<file path="config.mk">
export PLATFORM = sky130hd
export DESIGN_NAME = display_mux_ctrl_flat
export DESIGN_NICKNAME = d
export VERILOG_FILES = /design/src/rtl/display_pkg.sv /design/src/rtl/display_mux_ctrl_if.sv /design/src/rtl/mux_tick_counter.sv /design/src/rtl/display_mux_ctrl.sv /design/src/flat_wrapper.sv
export SDC_FILE = /design/constraint.sdc
export NUM_CORES = 1
export LEC_CHECK = 0
export BUFFER_PORTS_ARGS = -buffer_cell sky130_fd_sc_hd__clkbuf_2
export CAP_MARGIN = 20
export CELL_PAD_IN_SITES_DETAIL_PLACEMENT = 0
export CELL_PAD_IN_SITES_GLOBAL_PLACEMENT = 1
export CORE_MARGIN = 2
export CORE_UTILIZATION = 39
export DETAILED_ROUTE_END_ITERATION = 8
export PLACE_DENSITY = 0.74
export SLEW_MARGIN = 30
export SYNTH_ARGS = -nofsm -noshare
export SYNTH_HDL_FRONTEND = slang
export SYNTH_HIERARCHICAL = 1
export SYNTH_SLANG_ARGS = --single-unit
</file>
<file path="constraint.sdc">
create_clock -name clk -period 1.8 [get_ports clk]
set_input_delay 0.27 -clock clk [delete_from_list [all_inputs] [get_ports clk]]
set_output_delay 0.27 -clock clk [all_outputs]
set_load 0.02 [all_outputs]
</file>
<file path="src/rtl/display_pkg.sv">
// -----------------------------------------------------------------------------
// display_pkg
// Shared types and constants for the display multiplexing controller.
//   mux_state_t          : scheduler state (BLANK = all digits dark, ON = one lit)
//   DEFAULT_DWELL_CYCLES : per-digit lit time at a 48 MHz oscillator (0.5 ms)
//   DEFAULT_BLANK_CYCLES : inter-digit dark gap at a 48 MHz oscillator (10 us)
//   max_int()            : elaboration helper used to size the shared counter
// -----------------------------------------------------------------------------
package display_pkg;

  typedef enum logic {
    BLANK = 1'b0,
    ON    = 1'b1
  } mux_state_t;

  localparam int DEFAULT_DWELL_CYCLES = 24000;
  localparam int DEFAULT_BLANK_CYCLES = 480;

  function automatic int max_int(input int a, input int b);
    return (a > b) ? a : b;
  endfunction

endpackage

</file>
<file path="src/rtl/display_mux_ctrl_if.sv">
// -----------------------------------------------------------------------------
// display_mux_ctrl_if
// Bundle between the keypad/data logic, the multiplex scheduler and the shared
// seven-segment decoder / digit drivers.
//   digits_in  : nibble per digit, digit i = [4i+3:4i]
//   digit_en   : 1 = digit i may light
//   s_out      : nibble presented to the shared decoder
//   an         : active-low digit enables (0 = lit)
//   frame_done : one-cycle pulse at the start of each new frame
// modport master : data source side (drives digits/enables, observes outputs)
// modport slave  : scheduler side
// -----------------------------------------------------------------------------
interface display_mux_ctrl_if #(
  parameter int NUM_DIGITS = 2
);

  logic [4*NUM_DIGITS-1:0] digits_in;
  logic [NUM_DIGITS-1:0]   digit_en;
  logic [3:0]              s_out;
  logic [NUM_DIGITS-1:0]   an;
  logic                    frame_done;

  modport master (
    output digits_in,
    output digit_en,
    input  s_out,
    input  an,
    input  frame_done
  );

  modport slave (
    input  digits_in,
    input  digit_en,
    output s_out,
    output an,
    output frame_done
  );

endinterface

</file>
<file path="src/rtl/mux_tick_counter.sv">
// -----------------------------------------------------------------------------
// mux_tick_counter
// Free-running up counter with clear/load and a terminal-count flag.
//   clk, reset : clock, synchronous active-low reset (count -> 0)
//   clear      : next count is 0 (highest priority after reset)
//   load       : next count is load_val
//   term_val   : value at which tc asserts
//   cnt        : current count
//   tc         : cnt == term_val (combinational from the count register)
// -----------------------------------------------------------------------------
module mux_tick_counter #(
  parameter int WIDTH = 4
) (
  input  logic             clk,
  input  logic             reset,
  input  logic             clear,
  input  logic             load,
  input  logic [WIDTH-1:0] load_val,
  input  logic [WIDTH-1:0] term_val,
  output logic [WIDTH-1:0] cnt,
  output logic             tc
);

  logic [WIDTH-1:0] cnt_q;
  logic [WIDTH-1:0] cnt_d;

  always_comb begin
    cnt_d = cnt_q + WIDTH'(1);
    if (clear) begin
      cnt_d = '0;
    end else if (load) begin
      cnt_d = load_val;
    end
  end

  always_ff @(posedge clk) begin
    if (!reset) begin
      cnt_q <= '0;
    end else begin
      cnt_q <= cnt_d;
    end
  end

  assign cnt = cnt_q;
  assign tc  = (cnt_q == term_val);

endmodule

</file>
<file path="src/rtl/display_mux_ctrl.sv">
// -----------------------------------------------------------------------------
// display_mux_ctrl
// Time-multiplexing scheduler for a shared hex-to-seven-segment decoder.
// Each digit slot is BLANK_CYCLES dark followed by DWELL_CYCLES lit (or dark
// if the digit is disabled), so frame length and brightness do not depend on
// digit_en. Inputs are snapshotted once per frame.
//   clk   : system clock
//   reset : synchronous, active-low
//   bus   : display_mux_ctrl_if.slave (digits_in, digit_en -> s_out, an,
//           frame_done)
// -----------------------------------------------------------------------------
module display_mux_ctrl
  import display_pkg::*;
#(
  parameter int NUM_DIGITS   = 2,
  parameter int DWELL_CYCLES = DEFAULT_DWELL_CYCLES,
  parameter int BLANK_CYCLES = DEFAULT_BLANK_CYCLES
) (
  input logic              clk,
  input logic              reset,
  display_mux_ctrl_if.slave bus
);

  // Counter holds 0..max-1; floor of 2 keeps the width non-zero.
  localparam int CW = $clog2(max_int(max_int(DWELL_CYCLES, BLANK_CYCLES), 2));
  localparam int IW = $clog2(NUM_DIGITS);
  localparam logic [IW-1:0] LAST_IDX = IW'(NUM_DIGITS - 1);

  generate
    if (NUM_DIGITS < 2 || DWELL_CYCLES < 1 || BLANK_CYCLES < 1) begin : g_bad_params
      $error("display_mux_ctrl: need NUM_DIGITS>=2, DWELL_CYCLES>=1, BLANK_CYCLES>=1");
    end
  endgenerate

  mux_state_t              state_q, state_d;
  logic [IW-1:0]           idx_q, idx_d;
  logic [IW-1:0]           out_idx_q, out_idx_d;
  logic [4*NUM_DIGITS-1:0] shadow_q, shadow_d;
  logic [NUM_DIGITS-1:0]   en_shadow_q, en_shadow_d;
  logic [NUM_DIGITS-1:0]   an_q, an_d;
  logic                    wrap_q, wrap_d;
  logic                    frame_done_q, frame_done_d;
  logic                    capture;
  logic [CW-1:0]           term_val;
  logic [CW-1:0]           cnt;
  logic                    tc;

  // Every phase ends on terminal count, so tc doubles as the counter clear.
  mux_tick_counter #(
    .WIDTH(CW)
  ) u_cnt (
    .clk      (clk),
    .reset    (reset),
    .clear    (tc),
    .load     (1'b0),
    .load_val ('0),
    .term_val (term_val),
    .cnt      (cnt),
    .tc       (tc)
  );

  // State register.
  always_ff @(posedge clk) begin
    if (!reset) begin
      state_q <= BLANK;
      idx_q   <= '0;
    end else begin
      state_q <= state_d;
      idx_q   <= idx_d;
    end
  end

  // Next-state logic.
  always_comb begin
    state_d = state_q;
    idx_d   = idx_q;
    case (state_q)
      BLANK: begin
        if (tc) state_d = ON;
      end
      ON: begin
        if (tc) begin
          state_d = BLANK;
          idx_d   = (idx_q == LAST_IDX) ? '0 : idx_q + IW'(1);
        end
      end
      default: state_d = BLANK;
    endcase
  end

  // Output / datapath logic. The anode register follows the FSM one cycle
  // later, so out_idx_q trails idx_q by the same amount to keep s_out aligned
  // with whichever digit is actually lit.
  always_comb begin
    term_val     = (state_q == BLANK) ? CW'(BLANK_CYCLES - 1) : CW'(DWELL_CYCLES - 1);
    capture      = (state_q == BLANK) && (idx_q == '0) && (cnt == '0);
    shadow_d     = capture ? bus.digits_in : shadow_q;
    en_shadow_d  = capture ? bus.digit_en  : en_shadow_q;
    out_idx_d    = idx_q;
    wrap_d       = (state_q == ON) && tc && (idx_q == LAST_IDX);
    frame_done_d = wrap_q;
  end

  // One anode per digit: only the current slot, only while ON, only if enabled.
  for (genvar gi = 0; gi < NUM_DIGITS; gi++) begin : g_an
    assign an_d[gi] = ~((state_q == ON) && (idx_q == IW'(gi)) && en_shadow_q[gi]);
  end

  always_ff @(posedge clk) begin
    if (!reset) begin
      out_idx_q    <= '0;
      shadow_q     <= '0;
      en_shadow_q  <= '0;
      an_q         <= '1;
      wrap_q       <= 1'b0;
      frame_done_q <= 1'b0;
    end else begin
      out_idx_q    <= out_idx_d;
      shadow_q     <= shadow_d;
      en_shadow_q  <= en_shadow_d;
      an_q         <= an_d;
      wrap_q       <= wrap_d;
      frame_done_q <= frame_done_d;
    end
  end

  assign bus.s_out      = shadow_q[{out_idx_q, 2'b00} +: 4];
  assign bus.an         = an_q;
  assign bus.frame_done = frame_done_q;

endmodule
</file>
<file path="src/flat_wrapper.sv">
// flat-port wrapper written by rule: the top's interface ports become plain ports
module display_mux_ctrl_flat import display_pkg::*;
#(
  parameter int NUM_DIGITS   = 2,
  parameter int DWELL_CYCLES = DEFAULT_DWELL_CYCLES,
  parameter int BLANK_CYCLES = DEFAULT_BLANK_CYCLES
)
  (clk, reset, bus_digits_in, bus_digit_en, bus_s_out, bus_an, bus_frame_done);
  display_mux_ctrl_if #(.NUM_DIGITS(NUM_DIGITS)) bus_i ();
  input logic clk;
  input logic reset;
  input wire logic [$bits(bus_i.digits_in)-1:0] bus_digits_in;
  input wire logic [$bits(bus_i.digit_en)-1:0] bus_digit_en;
  output wire logic [$bits(bus_i.s_out)-1:0] bus_s_out;
  output wire logic [$bits(bus_i.an)-1:0] bus_an;
  output wire logic [$bits(bus_i.frame_done)-1:0] bus_frame_done;
  assign bus_i.digits_in = bus_digits_in;
  assign bus_i.digit_en = bus_digit_en;
  assign bus_s_out = bus_i.s_out;
  assign bus_an = bus_i.an;
  assign bus_frame_done = bus_i.frame_done;
  display_mux_ctrl #(.NUM_DIGITS(NUM_DIGITS), .DWELL_CYCLES(DWELL_CYCLES), .BLANK_CYCLES(BLANK_CYCLES)) u_core (.clk(clk), .reset(reset), .bus(bus_i));
endmodule
</file>
[Word-level counts from Yosys, hierarchy flattened]
Index checks and enable logic that the tools add are counted.
Widths: inputs -> output; s select.
Word-level totals
  register bits: 32
  bits of input ports: 12
  word-level logic and storage cells: 34
  output and inout port bits: 7
Operators by class
  reductions and logical operators: 11
  $add $sub $neg: 2
  bitwise operators: 5
  multiplexer cells: 5
  eq/ne operators: 1
  shift-type cells: 1
Operator list (number)
  $add 15x1->15 const B: 1
  $eq 15x15->1: 1
  $logic_not 15->1: 1
  $mux 15: 1
  $logic_and 1x1->1: 8
  $shiftx 8x4->4: 1
  $not 1->1: 5
  $mux 1: 3
  $pmux 1 s2: 1
  $reduce_and 2->1: 1
  $reduce_or 2->1: 1
  $add 1x1->1 const B: 1

[Depth between registers and ports, before layout]
  depth in word-level cells: 4
  gate-level depth with buffers: 7
  gate-level depth less buffers: 7

[Modules after synthesis]
Netlist, hierarchy kept.
Modules (own cells, without submodules)
  mux_tick_counter: cells an instance 110, times used 1, sequential area each 300.3 um^2, area an instance 947.2 um^2
  display_mux_ctrl: cells an instance 73, times used 1, sequential area each 340.3 um^2, area an instance 703.2 um^2

[Worst setup path before layout]
OpenSTA, ideal clock, no wires.
  path kind: register -> register
  start point: reg u_core.state_q
  end point: reg u_core.idx_q
  data required time: 1.685 ns
  library setup time: 0.115 ns
  arrival: 1.620 ns
  path slack: 0.065 ns
  clock period less this slack: 1.735 ns
  cell stages (with the launch flop): 8
  buffers on the path: 0
  cell sequence: dfxtp_1 -> inv_1 -> xnor2_1 -> nand4_1 -> nor4_1 -> ha_1 -> xor2_1 -> and2_1
Between the ends
  cells in the longest elaborated chain, start to end: 3
RTL lines
  from (decl): line display_mux_ctrl.sv:35  | mux_state_t state_q, state_d;
  from (signal assigned): line display_mux_ctrl.sv:68  | state_q <= state_d;
  $mux 15: line display_mux_ctrl.sv:95  | term_val = (state_q == BLANK) ? CW'(BLANK_CYCLES - 1) : CW'(DWELL_CYCLES - 1);
  net u_core.term_val[6]: line display_mux_ctrl.sv:44  | logic [CW-1:0] term_val;
  $eq 15x15->1: line mux_tick_counter.sv:45  | assign tc = (cnt_q == term_val);
  net u_core.tc: line display_mux_ctrl.sv:46  | logic tc;
  $reduce_and 2->1 (no line)
  to (signal assigned): line display_mux_ctrl.sv:69  | idx_q <= idx_d;
  to (decl): line display_mux_ctrl.sv:36  | logic [IW-1:0] idx_q, idx_d;
The timed path passes the listed nets, and every way through them passes these cells.
A chain may end at the register's enable or synchronous reset.

[Final worst setup path]
  start point: reg u_core.state_q
  end point: reg u_core.u_cnt.cnt_q[5], in the netlist u_core/u_cnt/cnt[5]
Between the ends
  cells in the longest elaborated chain, start to end: 3
RTL lines
  $mux 15: line display_mux_ctrl.sv:95
  $eq 15x15->1: line mux_tick_counter.sv:45
  net u_core.tc: line display_mux_ctrl.sv:46
  $reduce_or 2->1 (no line)
  to (signal assigned): line mux_tick_counter.sv:40  | cnt_q <= cnt_d;
  to (decl): line mux_tick_counter.sv:24  | logic [WIDTH-1:0] cnt_q;
The timed path passes the listed nets, and every way through them passes these cells.

==> impl_metrics.ini <==
[die]
floorplan.rows = 23
boundaryPins = 19
coreArea_sq_um = 4030
die_y_um = 69.1
dieArea_sq_um = 4770
die_w_um = 69.1
start_util = 0.410

[clocking]
hold_buffers = 0
path_clk_slew_ps = 60
cts_num_sinks = 32
clk_latency_ps = 290
numCtsBuffers = 5
cts-htree-levels = 2
post-cts-setup-buffers = 0
cts_root_buffer = clkbuf_8
clk_path_buf_depth = 2
cts_tree = built

[setup_path]
max_stage_delay_ps = 350
crit_type = reg2reg
worstPathArrival_ps = 1860
crit_chain = buf_12, xnor2_1, nand4_1, nor4_4, buf_4, nor2b_1, buf_4, o21ai_0, a21oi_1
crit_path_end_kind = flop
start_kind = flop
path_depth = 9
reg2reg_to = u_core/u_cnt/cnt[5]
path_max_fanout = 9
cp_slowest_cell = dfxtp_2
cp_top_family = simple AND/OR/NAND/NOR gates
reg2regPathDepth = 9
critical_path.startpoint = u_core/state_q
r2r-start = u_core/state_q
endpoint = u_core/u_cnt/cnt[5]
cpMostUsedCell = buf_4
critical_path_buf_inv_count = 3
rrSetupSlack_ps = 120
worstPathRequired_ps = 1980

[yosys]
netlist_area_sq_um = 1650
synth_cell_types = 31
syn_inst = 183
yosysWarnings = 6
seq_area_frac_synth = 0.388
synth_area_per_cell_sq_um = 9.02
ys_seq_elements = 32

[global_routing]
track_usage = 0.153
first_global_vias = 1296
grt-ovfl-total = 0
grt_pass1_wl_um = 5850
grt_max_degree = 21
antenna_found_initial = 0

[timing]
setup_viol = 0
hold_viol = 0
fin_crit_ps = 1680
whs_ps = 208
fin_skew_ps = 5.41
slew_viol_final = 0
rsz0062_at_grt = true
fmax_mhz = 594
period_share = 0.935

[route]
viasPerCell = 4.52
wl_um = 3440
wire_per_inst_um = 11.7
postRouteAntennaNets = 0
drc = 0
drt_iter0_drc = 44
firstDrtPassIters = 4
via_count = 1333

[layout]
post-route-util = 0.546
drive_gt1_frac = 0.278
final_common_cell = dfxtp_1
n_fill_cell = 381
area_growth_pct = 33.3
ff_latch_area_sq_um = 644
final_cell_mix = dfxtp_1 (29), conb_1 (25), nand2_1 (24), xnor2_1 (24)
n_antenna_cell = 0
stdcell_count = 295
multi_input_area_sq_um = 1120
nets = 258

[power_and_ir_drop]
ir_drop_uv = 423
p_seq_frac = 0.491
power.switching_uw = 403
comb_power_share = 0.149
pwr-share-clk = 0.359
leakage_nw = 0.883
power_density_nw_per_um2 = 713
internal-power_mw = 1.16
p_sw_frac = 0.257

[flow_run]
max-cap-violations = 0

[status]
status = complete, no violations

[min_path]
whs_path_depth = 3
min_path_type = in2reg

[placed_design]
gp_congestion = 0.793
io_buffers = 18
dp.cells = 286
dpl.hpwl_um = 2520
==> routing by layer <==
metal	routed length [um]	GRT usage	vias to the layer above	part of all wire
li1	-	-	721	-
met1	1670	0.198	585	0.49
met2	1580	0.237	21	0.46
met3	135	0.0497	6	0.039
met4	57	0.0588	0	0.017
met5	0	0	-	0
==> Yosys cell counts <==
library cell | number | share of area
dfxtp_1 | 32 | 0.39
xnor2_1 | 26 | 0.14
nand2_1 | 24 | 0.055
mux2i_1 | 13 | 0.079
a21oi_1 | 11 | 0.033
nor2_1 | 11 | 0.025
o21ai_0 | 9 | 0.027
clkbuf_1 | 6 | 0.014
nand4_1 | 6 | 0.023
nand3_1 | 5 | 0.015
inv_1 | 4 | 0.0091
mux2_2 | 4 | 0.027
nor4_1 | 4 | 0.015
and2_1 | 3 | 0.011
nor3_1 | 3 | 0.0091
nor4_2 | 3 | 0.023
xor2_1 | 3 | 0.016
conb_1 | 2 | 0.0046
ha_1 | 2 | 0.015
a211oi_1 | 1 | 0.0046
and2_2 | 1 | 0.0046
and3_2 | 1 | 0.0046
and4_1 | 1 | 0.0053
buf_2 | 1 | 0.0030
buf_6 | 1 | 0.0068
nand2b_1 | 1 | 0.0038
nand3_2 | 1 | 0.0061
nand4_4 | 1 | 0.013
nor2b_1 | 1 | 0.0038
nor4_4 | 1 | 0.013
or3_2 | 1 | 0.0046
==> power groups by stage <==
stage	logic [mW]	clock network (mW)	registers, mW
2_1_floorplan	0.129	0	0.786
4_1_cts	0.212	0.579	0.765
6_report	0.234	0.563	0.770
3_5_place_dp	0.210	0	0.781
5_1_grt	0.262	0.620	0.774
3_3_place_gp	0.208	0	0.781
==> worst min-delay path, cell delays in order <==
cell and delay [ps]:
clkbuf_2 80, nand2_1 40, mux2i_1 50
==> registers in the layout (all words and copies together), names as in the netlist <==
| register | cells |
|---|---|
| u_core/u_cnt/cnt | 15 |
| u_core/shadow_q | 8 |
| u_core/bus.an | 2 |
| u_core/en_shadow_q | 2 |
| u_core/bus.frame_done | 1 |
| u_core/frame_done_d | 1 |
| u_core/idx_q | 1 |
| u_core/out_idx_q | 1 |
| u_core/state_q | 1 |
==> how the worst min path moves through the flow <==
stage                          startpoint                 end  slack [ps]
finish                   bus_digits_in[6]  u_core/shadow_q[6]         210
global route             bus_digits_in[6]  u_core/shadow_q[6]         210
CTS                      bus_digits_in[6]  u_core/shadow_q[6]         200
detailed placement  u_core/en_shadow_q[1]    u_core/bus.an[1]         380
global placement    u_core/en_shadow_q[1]    u_core/bus.an[1]         390
floorplan           u_core/en_shadow_q[1]    u_core/bus.an[1]         370
==> stage by stage <==
stage	setup TNS (ps)	area (sq um)	setup slack (ps)	total power [mW]
final	0	2200	117	1.57
after global routing	-226	2200	-51.2	1.66
after CTS	0	2110	33.5	1.56
after detailed placement	0	2010	9.70	0.990
after global placement	0	2010	39.3	0.988
after floorplan	0	1740	64.6	0.915
==> kinds of logic after synthesis <==
kind of cell               after synthesis  synth area share
DFF                                     32             0.388
buffers and inverters                   12            0.0326
and+or+nand+nor                         68             0.234
AOI/OAI and AO/OA                       21            0.0652
adders and majority gates                2            0.0152
muxes                                   17             0.106
other                                    2           0.00455
xor gates and xnor gates                29             0.154
==> repair_timing <==
action,CTS,global route
setup endpoints to repair,8,26
pin swaps,0,3
gates cloned,0,1
resized for setup,1,17
==> cell type report <==
class / instances / share of cell area
multi-input cells: 162 / 0.509
well taps: 50 / 0.0284
flip-flops and latches: 32 / 0.293
repair buffers: 39 / 0.122
inverters: 4 / 0.00683
clock buffers: 8 / 0.0410
No activity file was read; power rests on OpenSTA's default activity.
